===== src/rtl/mc_sequencer_if.sv =====
// Shared instruction/data memory port: the sequencer holds mem_req until the
// memory answers with mem_ready.
interface mc_sequencer_if;
    logic mem_req;
    logic mem_we;
    logic mem_addr_sel;
    logic mem_ready;

    modport master (
        output mem_req,
        output mem_we,
        output mem_addr_sel,
        input  mem_ready
    );

    modport slave (
        input  mem_req,
        input  mem_we,
        input  mem_addr_sel,
        output mem_ready
    );
endinterface


===== src/rtl/mc_sequencer.sv =====
// Multi-cycle RV32I control sequencer with one shared memory port, illegal-opcode trap and
// bus timeout. Define PERF_CNT_EN to build the cycle / retired-instruction counters.
module mc_sequencer #(
    parameter int unsigned MEM_TIMEOUT = 16,
    parameter int unsigned TO_W        = 5,
    parameter int unsigned CNT_W       = 32
) (
    input  logic             clk,
    input  logic             rst,
    input  logic [4:0]       opcode,
    input  logic             b,
    mc_sequencer_if.master   mem,
    output logic             ir_en,
    output logic             pc_en,
    output logic             next_pc_sel,
    output logic             wb_en,
    output logic [2:0]       state,
    output logic             illegal,
    output logic             bus_err,
    output logic [CNT_W-1:0] cycle_cnt,
    output logic [CNT_W-1:0] instret_cnt
);

    localparam logic [2:0] FETCH  = 3'd0;
    localparam logic [2:0] DECODE = 3'd1;
    localparam logic [2:0] EXEC   = 3'd2;
    localparam logic [2:0] MEM    = 3'd3;
    localparam logic [2:0] WB     = 3'd4;
    localparam logic [2:0] TRAP   = 3'd5;

    localparam logic [4:0] OP_LUI    = 5'b01101;
    localparam logic [4:0] OP_AUIPC  = 5'b00101;
    localparam logic [4:0] OP_JAL    = 5'b11011;
    localparam logic [4:0] OP_JALR   = 5'b11001;
    localparam logic [4:0] OP_BRANCH = 5'b11000;
    localparam logic [4:0] OP_LOAD   = 5'b00000;
    localparam logic [4:0] OP_STORE  = 5'b01000;
    localparam logic [4:0] OP_IMM    = 5'b00100;
    localparam logic [4:0] OP_OP     = 5'b01100;

    logic [2:0]      state_q, state_d;
    logic [TO_W-1:0] to_q, to_d;
    logic            illegal_q, illegal_d;
    logic            bus_err_q, bus_err_d;

    logic is_legal, is_load, is_store, is_branch, is_jump;
    logic to_hit;
    logic req, we, asel;

    always_comb begin
        is_legal = 1'b0;
        case (opcode)
            OP_LUI, OP_AUIPC, OP_JAL, OP_JALR, OP_BRANCH,
            OP_LOAD, OP_STORE, OP_IMM, OP_OP: is_legal = 1'b1;
            default:                          is_legal = 1'b0;
        endcase
    end

    assign is_load   = (opcode == OP_LOAD);
    assign is_store  = (opcode == OP_STORE);
    assign is_branch = (opcode == OP_BRANCH);
    assign is_jump   = (opcode == OP_JAL) || (opcode == OP_JALR);

    // Last allowed wait cycle; a ready in this cycle still completes the access.
    assign to_hit = (to_q == TO_W'(MEM_TIMEOUT - 1));

    always_comb begin
        state_d     = state_q;
        to_d        = to_q;
        illegal_d   = illegal_q;
        bus_err_d   = bus_err_q;
        req         = 1'b0;
        we          = 1'b0;
        asel        = 1'b0;
        ir_en       = 1'b0;
        pc_en       = 1'b0;
        next_pc_sel = 1'b0;
        wb_en       = 1'b0;

        case (state_q)
            FETCH: begin
                req = 1'b1;
                if (mem.mem_ready) begin
                    ir_en   = 1'b1;
                    state_d = DECODE;
                end else if (to_hit) begin
                    bus_err_d = 1'b1;
                    state_d   = TRAP;
                end else begin
                    to_d = to_q + 1'b1;
                end
            end
            DECODE: begin
                if (is_legal) begin
                    state_d = EXEC;
                end else begin
                    illegal_d = 1'b1;
                    state_d   = TRAP;
                end
            end
            EXEC: begin
                if (is_branch) begin
                    pc_en       = 1'b1;
                    next_pc_sel = b;
                    state_d     = FETCH;
                    to_d        = '0;
                end else if (is_load || is_store) begin
                    state_d = MEM;
                    to_d    = '0;
                end else begin
                    state_d = WB;
                end
            end
            MEM: begin
                req  = 1'b1;
                asel = 1'b1;
                we   = is_store;
                if (mem.mem_ready) begin
                    if (is_store) begin
                        pc_en   = 1'b1;
                        state_d = FETCH;
                        to_d    = '0;
                    end else begin
                        state_d = WB;
                    end
                end else if (to_hit) begin
                    bus_err_d = 1'b1;
                    state_d   = TRAP;
                end else begin
                    to_d = to_q + 1'b1;
                end
            end
            WB: begin
                wb_en       = 1'b1;
                pc_en       = 1'b1;
                next_pc_sel = is_jump;
                state_d     = FETCH;
                to_d        = '0;
            end
            TRAP: begin
                state_d = TRAP;
            end
            // Unused encodings park in TRAP rather than issuing strobes.
            default: begin
                state_d = TRAP;
            end
        endcase

        if (rst) begin
            req         = 1'b0;
            we          = 1'b0;
            asel        = 1'b0;
            ir_en       = 1'b0;
            pc_en       = 1'b0;
            next_pc_sel = 1'b0;
            wb_en       = 1'b0;
        end
    end

    always_ff @(posedge clk) begin
        if (rst) begin
            state_q   <= FETCH;
            to_q      <= '0;
            illegal_q <= 1'b0;
            bus_err_q <= 1'b0;
        end else begin
            state_q   <= state_d;
            to_q      <= to_d;
            illegal_q <= illegal_d;
            bus_err_q <= bus_err_d;
        end
    end

    assign mem.mem_req      = req;
    assign mem.mem_we       = we;
    assign mem.mem_addr_sel = asel;
    assign state            = state_q;
    assign illegal          = illegal_q;
    assign bus_err          = bus_err_q;

`ifdef PERF_CNT_EN
    logic [CNT_W-1:0] cyc_q, ret_q;

    always_ff @(posedge clk) begin
        if (rst) begin
            cyc_q <= '0;
            ret_q <= '0;
        end else begin
            if (state_q != TRAP) cyc_q <= cyc_q + 1'b1;
            if (pc_en)           ret_q <= ret_q + 1'b1;
        end
    end

    assign cycle_cnt   = cyc_q;
    assign instret_cnt = ret_q;
`else
    assign cycle_cnt   = '0;
    assign instret_cnt = '0;
`endif

endmodule

===== src/flat_wrapper.sv =====
// flat-port wrapper written by rule: the top's interface ports become plain ports
module mc_sequencer_flat 
#(
    parameter int unsigned MEM_TIMEOUT = 16,
    parameter int unsigned TO_W        = 5,
    parameter int unsigned CNT_W       = 32
)
  (clk, rst, opcode, b, ir_en, pc_en, next_pc_sel, wb_en, state, illegal, bus_err, cycle_cnt, instret_cnt, mem_mem_req, mem_mem_we, mem_mem_addr_sel, mem_mem_ready);
  mc_sequencer_if mem_i ();
  input  logic clk;
  input  logic rst;
  input  logic [4:0] opcode;
  input  logic b;
  output logic ir_en;
  output logic pc_en;
  output logic next_pc_sel;
  output logic wb_en;
  output logic [2:0] state;
  output logic illegal;
  output logic bus_err;
  output logic [CNT_W-1:0] cycle_cnt;
  output logic [CNT_W-1:0] instret_cnt;
  output wire logic [$bits(mem_i.mem_req)-1:0] mem_mem_req;
  output wire logic [$bits(mem_i.mem_we)-1:0] mem_mem_we;
  output wire logic [$bits(mem_i.mem_addr_sel)-1:0] mem_mem_addr_sel;
  input wire logic [$bits(mem_i.mem_ready)-1:0] mem_mem_ready;
  assign mem_mem_req = mem_i.mem_req;
  assign mem_mem_we = mem_i.mem_we;
  assign mem_mem_addr_sel = mem_i.mem_addr_sel;
  assign mem_i.mem_ready = mem_mem_ready;
  mc_sequencer #(.MEM_TIMEOUT(MEM_TIMEOUT), .TO_W(TO_W), .CNT_W(CNT_W)) u_core (.clk(clk), .rst(rst), .opcode(opcode), .b(b), .mem(mem_i), .ir_en(ir_en), .pc_en(pc_en), .next_pc_sel(next_pc_sel), .wb_en(wb_en), .state(state), .illegal(illegal), .bus_err(bus_err), .cycle_cnt(cycle_cnt), .instret_cnt(instret_cnt));
endmodule

===== config.mk =====
export PLATFORM = sky130hd
export DESIGN_NAME = mc_sequencer_flat
export DESIGN_NICKNAME = d
export VERILOG_FILES = /design/src/rtl/mc_sequencer_if.sv /design/src/rtl/mc_sequencer.sv /design/src/flat_wrapper.sv
export SDC_FILE = /design/constraint.sdc
export NUM_CORES = 1
export LEC_CHECK = 0
export CORE_ASPECT_RATIO = 1.5
export CORE_MARGIN = 2
export CORE_UTILIZATION = 38
export DETAILED_ROUTE_END_ITERATION = 6
export PLACE_DENSITY = 0.86
export SLEW_MARGIN = 0
export SYNTH_ARGS = -nofsm -noshare
export SYNTH_HDL_FRONTEND = slang
export SYNTH_SLANG_ARGS = --single-unit

===== constraint.sdc =====
create_clock -name clk -period 4.7 [get_ports clk]
set_input_delay 0.705 -clock clk [delete_from_list [all_inputs] [get_ports clk]]
set_output_delay 0.705 -clock clk [all_outputs]
set_load 0.01 [all_outputs]

==> results.py, run 1 <==
metrics = {
    "critical_path": {
        "path_common_cell": "clkdlybuf4s50_1",
        "cp.required_ps": 3990,
        "slowest_delay_ps": 590,
        "path_class": "in -> out",
        "path_cells": "clkdlybuf4s50_1 > nor4b_4 > nand2b_2 > nor4_1 > clkdlybuf4s50_1",
        "end_kind": "primary output",
        "r2r_cells": 5,
        "critPathMaxFanout": 6,
        "crit_slowest_cell": "clkdlybuf4s50_1",
        "worst_ep_arrival_time_ps": 2610,
        "start_kind": "input pin",
    },
    "clock_network": {
        "holdBufCountCts": 0,
        "cts_resized": 0,
        "cts_setup_buffers": 0,
        "cts_buffer_depth": 2,
        "clock_latency_ps": 240,
        "root_buffer": "clkbuf_8",
        "numCtsBuffers": 3,
        "cts.htree.levels": 1,
        "cts.sinks": 10,
        "clkTransAtPathRegs_ps": 40,
        "tritoncts": "built",
    },
    "floorplanning": {
        "fp-row-count": 25,
        "die_area_um2": 3730,
        "ios": 85,
        "die_h_um": 73.8,
        "die_w_um": 50.5,
        "coreArea_um2": 3130,
        "start_util_pct": 39.4,
    },
    "routing": {
        "dr.pass1.iters": 4,
        "ant_nets": 0,
        "totalWireLength_um": 2140,
        "vias": 953,
        "routed_via_density": 4.37,
        "wl_per_cell_um": 9.80,
        "drc": 0,
        "drtIter0Drc": 12,
    },
    "timing": {
        "hold_ws_ps": 472,
        "worst_pin_slew_ps": 592,
        "finalSetupViolations": 0,
        "slew_violations": 0,
        "rsz0062_at_grt": "no",
        "setup_tns_ps": 0,
        "skew_ps": 0.423,
        "final_hold_viol_count": 0,
        "fmax_mhz": 302,
        "finalCritPeriodShare_pct": 70.5,
        "period_minus_slack_ps": 3310,
        "slew_headroom_pct": 60.4,
    },
    "layout": {
        "syn_to_final_growth_pct": 1.93,
        "nFillCells": 340,
        "final_common_cell": "conb_1",
        "final_cell_mix": "64 x conb_1, 20 x clkdlybuf4s50_1, 11 x nor2_1, 10 x dfxtp_1, 9 x a21oi_1",
        "diodes": 0,
        "layout-drive-gt1-share_pct": 6.18,
        "nets": 190,
        "fin_cells": 218,
    },
    "place": {
        "placed_cells": 215,
        "port_buffers": 20,
        "place_congestion": 0.867,
        "dpl.hpwl_um": 1690,
    },
    "global_route": {
        "grt_max_degree": 19,
        "grt_pass1_wl_um": 2960,
        "grt_overflow": 0,
        "grt_antenna_before_repair": 0,
        "grt_pass1_vias": 698,
        "track_usage_pct": 10.8,
    },
    "worst_hold_path": {
        "holdPathStages": 2,
        "hp-class": "reg -> reg",
    },
    "synth": {
        "syn_area_um2": 1230,
        "synthArstFlopShare_pct": 0,
        "synth_edf_count": 0,
        "ys_types": 42,
        "yosys_warnings": 0,
        "synthFlopType": "dfxtp_1",
        "syn_inst": 162,
        "avgSynthCellArea_um2": 7.62,
        "synth-seq-cells": 10,
        "yosysSeqAreaShare_pct": 16.2,
    },
    "run_status": {
        "status": "finished clean",
    },
    "pwr": {
        "max-vdd-ir-drop_mv": 0.139,
        "power.density_nw_per_um2": 236,
        "p_leak_nw": 0.559,
    },
    "run": {
        "maxCapViolCount": 0,
    },
}
-- worst paths after layout --
| path | from | endpoint | slack (ps) |
|---|---|---|---|
| min reg2reg | u_core.bus_err | u_core.bus_err | 470 |
| max | opcode[0] | mem_mem_we | 1390 |
| min | u_core.bus_err | u_core.bus_err | 470 |
| max reg2reg | u_core.state[1] | u_core.to_q[1] | 2790 |
-- registers in the layout, indices dropped and copies added, names as in the netlist --
signal,count
u_core.to_q,5
u_core.bus_err,1
u_core.state,3
u_core.illegal,1
-- synth_stat cells, types with 2 or more instances --
cell,number,area share (%)
inv_1,3,0.91
nand2_1,8,2.4
o21ai_0,4,1.6
and3_1,2,1.0
buf_4,64,39
nor3_1,4,1.6
a211oi_1,3,1.8
clkbuf_1,5,1.5
nor2b_1,2,1.0
nor2_1,11,3.3
dfxtp_1,10,16
nand2b_1,6,3.0
nand3_1,2,0.81
a21oi_1,9,3.7
o22ai_1,2,1.0
-- stage by stage --
stage	area (um^2)	total power, mW	setup WS, ps	util [%]
after detailed placement	1220	0.209	1400	38.9
after CTS	1260	0.297	1380	40.2
final	1260	0.296	1390	40.2
after global placement	1220	0.207	1390	38.9
after floorplan	1470	0.216	2470	-
after global routing	1260	0.313	1280	40.2
-- kinds of logic (layout without fill, tap and decap cells) --
kind of cell	after synthesis	count (layout)	share of synthesized area [%]
buffers and inverters	73	26	41.8
adder cells (fa/ha/maj)	1	1	1.01
XOR/XNOR	1	1	0.710
AND/OR/NAND/NOR	47	47	22.2
multiplexers	1	1	0.913
flip-flops	10	10	16.2
AO/OA/AOI/OAI	28	28	16.8
other	1	64	0.304
-- worst max-delay path, delay by kind of cell --
kind / cells / cell delay [ps]
buffers and inverters: 2 / 1140
and+or+nand+nor: 3 / 760
-- power by group --
part | switching, mW | internal (mW)
sequential | 0.0128 | 0.0920
combinational | 0.0633 | 0.0404
clock | 0.0319 | 0.0559
-- final cells by class --
| type | count | area (um^2) | area share, % |
|---|---|---|---|
| multi-input combinational | 142 | 754 | 60.0 |
| tap | 40 | 50.0 | 3.98 |
| sequential | 10 | 200 | 15.9 |
| inverter | 3 | 11.3 | 0.896 |
| timing repair buffer | 20 | 200 | 15.9 |
| clock buffer | 3 | 41.3 | 3.28 |
-- per-layer routing --
layer / routed length, um / part of all wire [%] / GRT usage (%)
met5: 0 / 0 / 0
met4: 53 / 2.5 / 8.11
met3: 267 / 13 / 3.05
met2: 1020 / 48 / 18.6
met1: 791 / 37 / 11.0
No activity file was read; power rests on OpenSTA's default activity.
==> inputs of run 2 (changes only) <==
--- a/config.mk
+++ b/config.mk
@@ -7,9 +7,9 @@
 export LEC_CHECK = 0
 export CORE_ASPECT_RATIO = 1.5
 export CORE_MARGIN = 2
-export CORE_UTILIZATION = 38
+export CORE_UTILIZATION = 36
 export DETAILED_ROUTE_END_ITERATION = 6
-export PLACE_DENSITY = 0.86
+export PLACE_DENSITY = 0.82
 export SLEW_MARGIN = 0
 export SYNTH_ARGS = -nofsm -noshare
 export SYNTH_HDL_FRONTEND = slang
==> constraint.sdc (replaced) <==
create_clock -name clk -period 3.3 [get_ports clk]
set_input_delay 0.495 -clock clk [delete_from_list [all_inputs] [get_ports clk]]
set_output_delay 0.495 -clock clk [all_outputs]
set_load 0.01 [all_outputs]
==> run 2 against run 1 <==
  * Critical path depth did not move
  * Count of clock-buffer cells in the layout rose by 1
  * Sequential share of layout area fell by 0.39 points
  * Die area rose by 5.2%
  * Non-clock buffer count rose by 2
  * Combinational power rose by 44%
  * Sequential cell count did not move
  * Design area rose by 2.5%
  * Clock power rose by 76%
  * Global-route usage rose by 0.60 points
==> results.py, run 2 (synthesis gave the netlist of run 1 again) <==
metrics = {
    "global_route": {
        "grt_overflow": 0,
        "grt_max_degree": 14,
        "grt_antenna_before_repair": 0,
        "grt_pass1_wl_um": 3310,
        "grt_pass1_vias": 791,
        "track_usage_pct": 11.4,
    },
    "critical_path": {
        "r2r_cells": 5,
        "start_kind": "input pin",
        "cp.required_ps": 2800,
        "crit_slowest_cell": "clkdlybuf4s50_1",
        "critPathMaxFanout": 6,
        "crit_family": "buffers and inverters",
        "cp.depth": 5,
        "setup.worst_path.start": "opcode[0]",
        "path_cells": "clkdlybuf4s50_1 > nor4b_4 > nand2b_2 > nor4_1 > clkdlybuf4s50_1",
        "critPathBufInv": 2,
        "slowest_delay_ps": 600,
        "end_kind": "primary output",
        "path_class": "in -> out",
        "worst_ep_arrival_time_ps": 2450,
        "path_common_cell": "clkdlybuf4s50_1",
        "rr_startpoint": "u_core.state[1]",
        "reg2reg_setup_slack_ps": 1380,
    },
    "routing": {
        "wl_per_cell_um": 10.2,
        "ant_nets": 0,
        "totalWireLength_um": 2270,
        "drtIter0Drc": 28,
        "vias": 986,
        "dr.pass1.iters": 4,
        "drc": 0,
        "routed_via_density": 4.42,
    },
    "run": {
        "maxCapViolCount": 0,
    },
    "timing": {
        "slew_violations": 0,
        "final_hold_viol_count": 0,
        "finalCritPeriodShare_pct": 89.1,
        "period_minus_slack_ps": 2940,
        "finalSetupViolations": 0,
        "skew_ps": 1.11,
        "fmax_mhz": 340,
        "rsz0062_at_grt": "no",
        "setup_tns_ps": 0,
        "setup_ws_ps": 359,
    },
    "clock_network": {
        "clock_latency_ps": 240,
        "root_buffer": "clkbuf_8",
        "clkTransAtPathRegs_ps": 50,
        "tritoncts": "built",
        "numCtsBuffers": 3,
        "cts_resized": 0,
        "cts.sinks": 10,
        "holdBufCountCts": 0,
        "cts_setup_buffers": 0,
        "cts_buffer_depth": 2,
        "cts.htree.levels": 1,
    },
    "pwr": {
        "p_leak_nw": 0.575,
        "max-vdd-ir-drop_mv": 0.163,
        "total_power_mw": 0.455,
        "power.density_nw_per_um2": 353,
    },
    "place": {
        "port_buffers": 20,
        "place_congestion": 0.845,
        "dpl_worst_slack_ps": 370,
        "placed_area_um2": 1230,
        "dpl.hpwl_um": 1790,
    },
    "layout": {
        "multi_input_area_um2": 754,
        "nets": 192,
        "diodes": 0,
        "nFillCells": 354,
        "ff_latch_area_um2": 200,
        "regMostFlops": "u_core.to_q",
        "largest_reg_flops": 5,
        "final_common_cell": "conb_1",
        "final_cell_mix": "64 x conb_1, 20 x clkdlybuf4s50_1, 11 x nor2_1, 10 x dfxtp_1, 9 x a21oi_1",
        "final_util_pct": 38.5,
        "layout-drive-gt1-share_pct": 7.73,
        "stdcell_area_um2": 1290,
        "syn_to_final_growth_pct": 4.46,
    },
    "floorplanning": {
        "die_w_um": 51.8,
        "coreArea_um2": 3350,
        "fp-row-count": 26,
        "die_h_um": 75.7,
        "start_util_pct": 36.8,
        "ios": 85,
        "die_area_um2": 3920,
    },
    "worst_hold_path": {
        "hp-class": "reg -> reg",
        "holdPathStages": 2,
        "worst_hold_startpoint": "u_core.to_q[4]",
    },
    "run_status": {
        "status": "finished clean",
    },
}
[run 2: cell types whose count changed in the layout (fill, tap and decap cells not counted), sizes merged]
cell	before	now
buf	0	2
clkbuf	3	4
[run 2: stage by stage]
stage	hold WS, ps	std cells
after floorplan	436	225
after global placement	457	219
after detailed placement	460	219
after CTS	466	223
after global routing	474	223
final	466	223
[run 2: layout make-up]
type                    count  share of cell area (%)
clock buffers               4                    4.27
inverters                   3                   0.874
multi-input cells         142                    58.5
flip-flops and latches     10                    15.5
well taps                  42                    4.08
repair buffers             22                    16.7
[run 2: power breakdown]
part	total [mW]	internal [mW]	leakage, nW	switching [mW]
Combinational	0.150	0.0590	0.465	0.0915
Clock	0.155	0.105	0.0288	0.0501
Sequential	0.149	0.131	0.0814	0.0186
Total	0.455	0.295	0.575	0.160
[run 2: final timing paths]
path,to
worst max-delay path,mem_mem_we
worst min-delay path,u_core.to_q[4]
worst max register to register,u_core.to_q[1]
worst min register to register,u_core.to_q[4]
[run 2: worst min-delay path: stages, from the launching register on]
cell and delay (ps):
dfxtp_1 320, nand2b_1 70, a21oi_1 40
[run 2: routing by layer]
metal | vias to the layer above | global-route usage (%) | part of all wire (%)
li1 | 458 | - | -
met1 | 451 | 11.5 | 38
met2 | 70 | 21.5 | 50
met3 | 7 | 2.35 | 9.8
met4 | 0 | 6.43 | 2.2
met5 | - | 0 | 0
